## src/rtl/quiz_pkg.sv

```systemverilog
// quiz_pkg: shared state encoding and helpers for the quiz match controller.
// Encodings are fixed so downstream display decoders can rely on them.
package quiz_pkg;

  localparam int STATE_W = 3;
  localparam int PC_W    = 8;

  typedef enum logic [STATE_W-1:0] {
    IDLE       = 3'd0,
    WAIT_READY = 3'd1,
    LOAD_Q     = 3'd2,
    ANSWER     = 3'd3,
    JUDGE      = 3'd4,
    RESULT     = 3'd5,
    OVER       = 3'd6
  } state_t;

  function automatic logic [3:0] popcount(
    input logic [PC_W-1:0] v
  );
    logic [3:0] n;
    n = '0;
    for (int i = 0; i < PC_W; i++)
      n = n + {3'b000, v[i]};
    return n;
  endfunction

endpackage

```

## src/rtl/quiz_tick_timer.sv

```systemverilog
// quiz_tick_timer: TICK_DIV prescaler plus loadable tick down-counter.
// Ports: clk, rst_n, load/ticks (arm), stop (abort), expire (final tick).
module quiz_tick_timer #(
  parameter int TICK_DIV = 50000000,
  parameter int CNT_W    = 4
) (
  input  logic             clk,
  input  logic             rst_n,
  input  logic             load,
  input  logic             stop,
  input  logic [CNT_W-1:0] ticks,
  output logic             expire
);

  localparam int PW = (TICK_DIV > 1) ? $clog2(TICK_DIV) : 1;
  localparam logic [PW-1:0] PLAST = PW'(TICK_DIV - 1);

  logic [PW-1:0]    pre_q;
  logic [CNT_W-1:0] cnt_q;
  logic             run_q;
  logic             tick;

  assign tick   = run_q && (pre_q == PLAST);
  // Expire coincides with the last prescaler cycle so the owner
  // leaves its state exactly when the final tick completes.
  assign expire = tick && (cnt_q <= CNT_W'(1));

  always_ff @(posedge clk or negedge rst_n) begin
    if (!rst_n) begin
      pre_q <= '0;
      cnt_q <= '0;
      run_q <= 1'b0;
    end else if (load) begin
      pre_q <= '0;
      cnt_q <= ticks;
      run_q <= 1'b1;
    end else if (stop || expire) begin
      pre_q <= '0;
      run_q <= 1'b0;
    end else if (run_q) begin
      if (tick) begin
        pre_q <= '0;
        cnt_q <= cnt_q - CNT_W'(1);
      end else begin
        pre_q <= pre_q + PW'(1);
      end
    end
  end

endmodule

```

## src/rtl/quiz_match_ctrl.sv

```systemverilog
// quiz_match_ctrl: N-player round sequencer, arbitration and HP bookkeeping.
// In: START, READY, ANS_VALID/ANS_OK, Q_ACK. Out: Q_REQ/Q_IDX, STATE, HP, flags.
module quiz_match_ctrl
  import quiz_pkg::*;
#(
  parameter int NPLAYER      = 2,
  parameter int HP_W         = 2,
  parameter int HP_INIT      = 3,
  parameter int QIDX_W       = 4,
  parameter int TICK_DIV     = 50000000,
  parameter int ANSWER_TICKS = 10,
  parameter int RESULT_TICKS = 2
) (
  input  logic                     CLK,
  input  logic                     RST,
  input  logic                     START,
  input  logic [NPLAYER-1:0]       READY,
  input  logic [NPLAYER-1:0]       ANS_VALID,
  input  logic [NPLAYER-1:0]       ANS_OK,
  input  logic                     Q_ACK,
  output logic                     Q_REQ,
  output logic [QIDX_W-1:0]        Q_IDX,
  output logic [STATE_W-1:0]       STATE,
  output logic [NPLAYER*HP_W-1:0]  HP,
  output logic [NPLAYER-1:0]       ALIVE,
  output logic [NPLAYER-1:0]       ANSWERER,
  output logic                     TIMEOUT,
  output logic [NPLAYER-1:0]       WINNER,
  output logic                     DRAW
);

  localparam int TMAX  = (ANSWER_TICKS > RESULT_TICKS) ?
                         ANSWER_TICKS : RESULT_TICKS;
  localparam int CNT_W = $clog2(TMAX + 1);

  typedef logic [NPLAYER-1:0][HP_W-1:0] hp_arr_t;

  state_t            state_q, state_n;
  hp_arr_t           hp_q, hp_n;
  logic [NPLAYER-1:0] alive_q, alive_n;
  logic [NPLAYER-1:0] mask_q, mask_n;
  logic [QIDX_W-1:0] qidx_q, qidx_n;
  logic              qreq_q, qreq_n;
  logic [NPLAYER-1:0] ans_q, ans_n;
  logic              ok_q, ok_n;
  logic              to_q, to_n;
  logic [NPLAYER-1:0] win_q, win_n;
  logic              draw_q, draw_n;

  logic [NPLAYER-1:0] valid;
  logic [NPLAYER-1:0] first;
  logic [3:0]        n_alive;
  logic              t_load, t_stop, t_expire;
  logic [CNT_W-1:0]  t_ticks;

  function automatic logic [HP_W-1:0] dec(
    input logic [HP_W-1:0] h
  );
    return (h == '0) ? h : h - HP_W'(1);
  endfunction

  quiz_tick_timer #(
    .TICK_DIV (TICK_DIV),
    .CNT_W    (CNT_W)
  ) u_timer (
    .clk    (CLK),
    .rst_n  (RST),
    .load   (t_load),
    .stop   (t_stop),
    .ticks  (t_ticks),
    .expire (t_expire)
  );

  always_ff @(posedge CLK or negedge RST) begin
    if (!RST) begin
      state_q <= IDLE;
      hp_q    <= '0;
      alive_q <= '0;
      mask_q  <= '0;
      qidx_q  <= '0;
      qreq_q  <= 1'b0;
      ans_q   <= '0;
      ok_q    <= 1'b0;
      to_q    <= 1'b0;
      win_q   <= '0;
      draw_q  <= 1'b0;
    end else begin
      state_q <= state_n;
      hp_q    <= hp_n;
      alive_q <= alive_n;
      mask_q  <= mask_n;
      qidx_q  <= qidx_n;
      qreq_q  <= qreq_n;
      ans_q   <= ans_n;
      ok_q    <= ok_n;
      to_q    <= to_n;
      win_q   <= win_n;
      draw_q  <= draw_n;
    end
  end

  always_comb begin
    state_n = state_q;
    hp_n    = hp_q;
    mask_n  = mask_q;
    qidx_n  = qidx_q;
    qreq_n  = 1'b0;
    ans_n   = ans_q;
    ok_n    = ok_q;
    to_n    = to_q;
    win_n   = win_q;
    draw_n  = draw_q;
    t_load  = 1'b0;
    t_stop  = 1'b0;
    t_ticks = '0;
    alive_n = '0;
    valid   = ANS_VALID & alive_q;
    // Isolate the lowest set bit: lowest index wins a tie.
    first   = valid & (~valid + NPLAYER'(1));
    n_alive = popcount(PC_W'(alive_q));

    unique case (state_q)
      IDLE, OVER: begin
        if (START) begin
          state_n = WAIT_READY;
          for (int i = 0; i < NPLAYER; i++)
            hp_n[i] = HP_W'(HP_INIT);
          qidx_n = '0;
          mask_n = '0;
          ans_n  = '0;
          ok_n   = 1'b0;
          to_n   = 1'b0;
          win_n  = '0;
          draw_n = 1'b0;
        end
      end
      WAIT_READY: begin
        mask_n = mask_q | (READY & alive_q);
        if ((mask_n & alive_q) == alive_q) begin
          state_n = LOAD_Q;
          qreq_n  = 1'b1;
        end
      end
      LOAD_Q: begin
        if (Q_ACK) begin
          state_n = ANSWER;
          t_load  = 1'b1;
          t_ticks = CNT_W'(ANSWER_TICKS);
        end
      end
      ANSWER: begin
        // An answer on the final tick takes priority over expiry.
        if (|valid) begin
          state_n = JUDGE;
          ans_n   = first;
          ok_n    = |(ANS_OK & first);
          t_stop  = 1'b1;
        end else if (t_expire) begin
          state_n = JUDGE;
          ans_n   = '0;
          ok_n    = 1'b0;
        end
      end
      JUDGE: begin
        for (int i = 0; i < NPLAYER; i++) begin
          if (ans_q == '0)
            hp_n[i] = dec(hp_q[i]);
          else if (ok_q && !ans_q[i])
            hp_n[i] = dec(hp_q[i]);
          else if (!ok_q && ans_q[i])
            hp_n[i] = dec(hp_q[i]);
        end
        to_n    = (ans_q == '0);
        state_n = RESULT;
        t_load  = 1'b1;
        t_ticks = CNT_W'(RESULT_TICKS);
      end
      RESULT: begin
        if (t_expire) begin
          ans_n = '0;
          ok_n  = 1'b0;
          to_n  = 1'b0;
          if (n_alive <= 4'd1) begin
            state_n = OVER;
            win_n   = (n_alive == 4'd1) ? alive_q : '0;
            draw_n  = (n_alive == 4'd0);
          end else begin
            state_n = WAIT_READY;
            qidx_n  = qidx_q + QIDX_W'(1);
            mask_n  = '0;
          end
        end
      end
      default: state_n = IDLE;
    endcase

    for (int i = 0; i < NPLAYER; i++)
      alive_n[i] = |hp_n[i];
  end

  assign STATE    = state_q;
  assign HP       = hp_q;
  assign ALIVE    = alive_q;
  assign Q_REQ    = qreq_q;
  assign Q_IDX    = qidx_q;
  assign ANSWERER = ans_q;
  assign TIMEOUT  = to_q;
  assign WINNER   = win_q;
  assign DRAW     = draw_q;

endmodule

```

## config.mk

```make
export PLATFORM = sky130hd
export DESIGN_NAME = quiz_match_ctrl
export DESIGN_NICKNAME = d
export VERILOG_FILES = /design/src/rtl/quiz_pkg.sv /design/src/rtl/quiz_tick_timer.sv /design/src/rtl/quiz_match_ctrl.sv
export SDC_FILE = /design/constraint.sdc
export NUM_CORES = 1
export LEC_CHECK = 0
export CAP_MARGIN = 40
export CORE_UTILIZATION = 52
export DETAILED_ROUTE_END_ITERATION = 8
export PLACE_DENSITY = 0.76
export SYNTH_ARGS = -nofsm -noshare
export SYNTH_HDL_FRONTEND = slang
export SYNTH_SLANG_ARGS = --single-unit
export TNS_END_PERCENT = 30
```

## constraint.sdc

```tcl
create_clock -name CLK -period 2.3 [get_ports CLK]
set_clock_uncertainty 0.2 [all_clocks]
set_input_delay 0.345 -clock CLK [delete_from_list [all_inputs] [get_ports CLK]]
set_output_delay 0.345 -clock CLK [all_outputs]
set_load 0.02 [all_outputs]
```

==> run metrics <==
CTS tree done; number of unique standard cell types used by synthesis 63; Routed Antenna Nets 0; worst r2r src u_timer.pre_q[19]; Clock Tree Root clkbuf_8; top-count cell post-synth dfrtp_1; Synth area leaders dfrtp_1 (43%), xnor2_1 (4.7%), nor2_1 (4.6%); Synth Cell Area 3170 um2; Setup crit end kind flop; met1 Resource Use GR 35.0%; DP HPWL 5.38 mm; vias in the first global route 2688; DR vias 2828; final net count 412; IO Count 30; Final Cycle Share 97.7%; Tightest Pin Transition 0.680 ns; Pint 2.29 mW; All-Layer GR Usage 25.1%; gr busiest metal met2; most frequent cells after synthesis dfrtp_1 (54), nor2_1 (39), nand2_1 (27), a21oi_1 (20), xnor2_1 (17); yosys synthesis warning count 0; Synthesized Nets 356; Die Wd 80.1 um; crit path launch type primary input; Die ar. 6410 um2; HP Class reg2reg; Num CTS Buffers 5; sequential power share 33.5%; share of the synthesized area in the top cell type 42.6%; drt pass-1 iters 6; Clock power frac 17.1%; worst path arrival time 2.25 ns; maximum clock frequency 445 MHz; share of cells above drive strength 1 19.6%; TNS Setup 0 ns; final slew viol count 0; cells after synthesis 341; asr flop ratio synth 100%; count of input and output buffers 29; WL/cell 16.6 um; Vias/cell 5.99; H-Tree Level Count 2; pin count of the biggest net entering global routing 55; NetSw 1.56 mW; Syn Area/Cell 9.30 um2; Clock Path Buffers 2; DR iter-0 viols 293; final WL 7.82 mm; first-pass GRT wire length 12.4 mm; die span in y 80.1 um; # DRC 0; met3 usage in global routing 5.00%; antenna violations before repair 0; Final Cell Area 3970 um2; P&R area growth vs syn 25.2%; final setup violation count 0; Primary FF master, synth dfrtp_1; crit path buf inv count 1; Fin. Hold Viols 0; Critical-path top delay cell or4bb_4; #FFs+latches synth 54; Sw Share 40.6%; status completed; GPL Wtd Cong 0.860; Synth area leader dfrtp_1; Critical Path RT 2.30 ns; Power Density 970 nW/um2; num rows 28; CP Max Fanout 14; Initial Util 53.9%; VDD IR max 0.684 mV; post-synthesis sequential area ratio 42.6%; RSZ-0062 raised after global routing yes; clk_lat worst skew 0.31 ns; clock-pin slew on the worst setup and hold paths 0.09 ns; EDFF count, synth 0; Overflow after GRT 0; critical path class in2reg; Lkg Pwr 1.67 nW; crit-path max cell delay 0.57 ns; # diodes 0; max_cap viols 0; logic gate share of total power 49.4%; final setup margin 0.0525 ns; crit-path cells clkdlybuf4s50_1 > or4bb_4 > o2111a_2 > nor4_1 > xnor2_1 > nor2_1; hold wc startpoint mask_q[0]; crit path time final 2.25 ns; Core Area 5890 um2; crit path launch Q_ACK; clk sinks 54; pre-CTS setup slack -0.269 ns; Slew headroom 54.7%; Layout fillers 469; DP Area 3730 um2; crit-path leading delay family simple AND/OR/NAND/NOR gates; final core occ 67.5%; met2 Resource Use GR 39.2%
-- final timing paths --
check,to,slack (ns),cells after the start
worst max-delay path,u_timer.pre_q[15],0.05,6
worst min-delay path,mask_q[0],0.32,1
worst max register to register,u_timer.cnt_q[3],0.08,5
worst min register to register,mask_q[0],0.32,1
max in group asynchronous,mask_q[0],0.96,3
min in group asynchronous,u_timer.pre_q[3],0.48,3
-- final cells by class --
| type | instances | area (um2) | area share, % |
|---|---|---|---|
| multi-input cells | 260 | 1800 | 45.4 |
| flip-flops and latches | 54 | 1350 | 34.0 |
| repair buffers | 64 | 563 | 14.2 |
| well taps | 75 | 93.8 | 2.36 |
| clock buffers | 6 | 82.6 | 2.08 |
| inverters | 12 | 45.0 | 1.13 |
| clock inverters | 1 | 30.0 | 0.756 |
-- flip-flops by register name, indices dropped and copies added, names as in the netlist --
name	count
Q_IDX	4
u_timer.run_q	1
u_timer.cnt_q	4
DRAW	1
mask_q	2
ALIVE	2
Q_REQ	1
WINNER	2
STATE	3
HP	4
ok_q	1
ANSWERER	2
TIMEOUT	1
u_timer.pre_q	26
-- timing repair --
action | in CTS | in global routing
setup endpoints to repair | 0 | 24
endpoints found under the hold margin | 54 | 0
hold buffers | 1 | 0
setup buffers | 0 | 1
resized for setup | 0 | 19
-- worst reg2reg max path, stage by stage (launching register included) --
cell	delay [ns]
dfrtp_1	0.41
or3b_4	0.44
or4_4	0.51
nor4_2	0.32
xnor2_1	0.16
o21ai_1	0.07
-- kinds of logic (layout without fill, tap and decap cells) --
family | count (synthesis) | in the layout | share of synthesized area, %
xor gates and xnor gates | 23 | 23 | 6.35
DFF | 54 | 54 | 42.6
and+or+nand+nor | 159 | 159 | 29.2
muxes | 7 | 7 | 2.29
AOI/OAI and AO/OA | 66 | 66 | 13.5
buffers and inverters | 27 | 83 | 3.79
adders and majority gates | 5 | 5 | 2.21
-- per-stage QoR --
step	hold WS, ns	instances	power (mW)
after floorplan	-0.151	341	2.41
after CTS	0.317	471	3.77
after global routing	0.334	472	4.10
final	0.315	472	3.85
after global placement	0.288	463	3.05
after detailed placement	0.296	463	3.10
-- power groups by stage --
stage          clock network, mW  registers (mW)  logic [mW]
4_1_cts                    0.663            1.28        1.83
3_5_place_dp                   0            1.29        1.81
2_1_floorplan                  0            1.37        1.04
3_3_place_gp                   0            1.28        1.77
6_report                   0.659            1.29        1.90
5_1_grt                    0.700            1.32        2.08
-- layout by cell type, fill, tap and decap left out, types with 4 or more instances in the layout --
cell type / count
inv_1: 11
nor4_2: 5
clkbuf_8: 6
nor2_1: 38
buf_4: 33
xnor2_1: 17
mux2i_1: 5
or3_1: 10
nor3_1: 9
a21oi_1: 18
clkdlybuf4s50_1: 28
o21ai_0: 15
nand4_1: 13
nand2_1: 27
dfrtp_1: 54
xor2_1: 6
and3_1: 4
nand2b_1: 5
nand3_1: 10
-- metal layers --
| metal | vias to the layer above | share of wire [%] |
|---|---|---|
| li1 | 1348 | - |
| met5 | - | 0 |
| met3 | 9 | 5.4 |
| met1 | 1387 | 45 |
| met2 | 84 | 48 |
| met4 | 0 | 1.5 |
(Power assumes the default switching activity.)
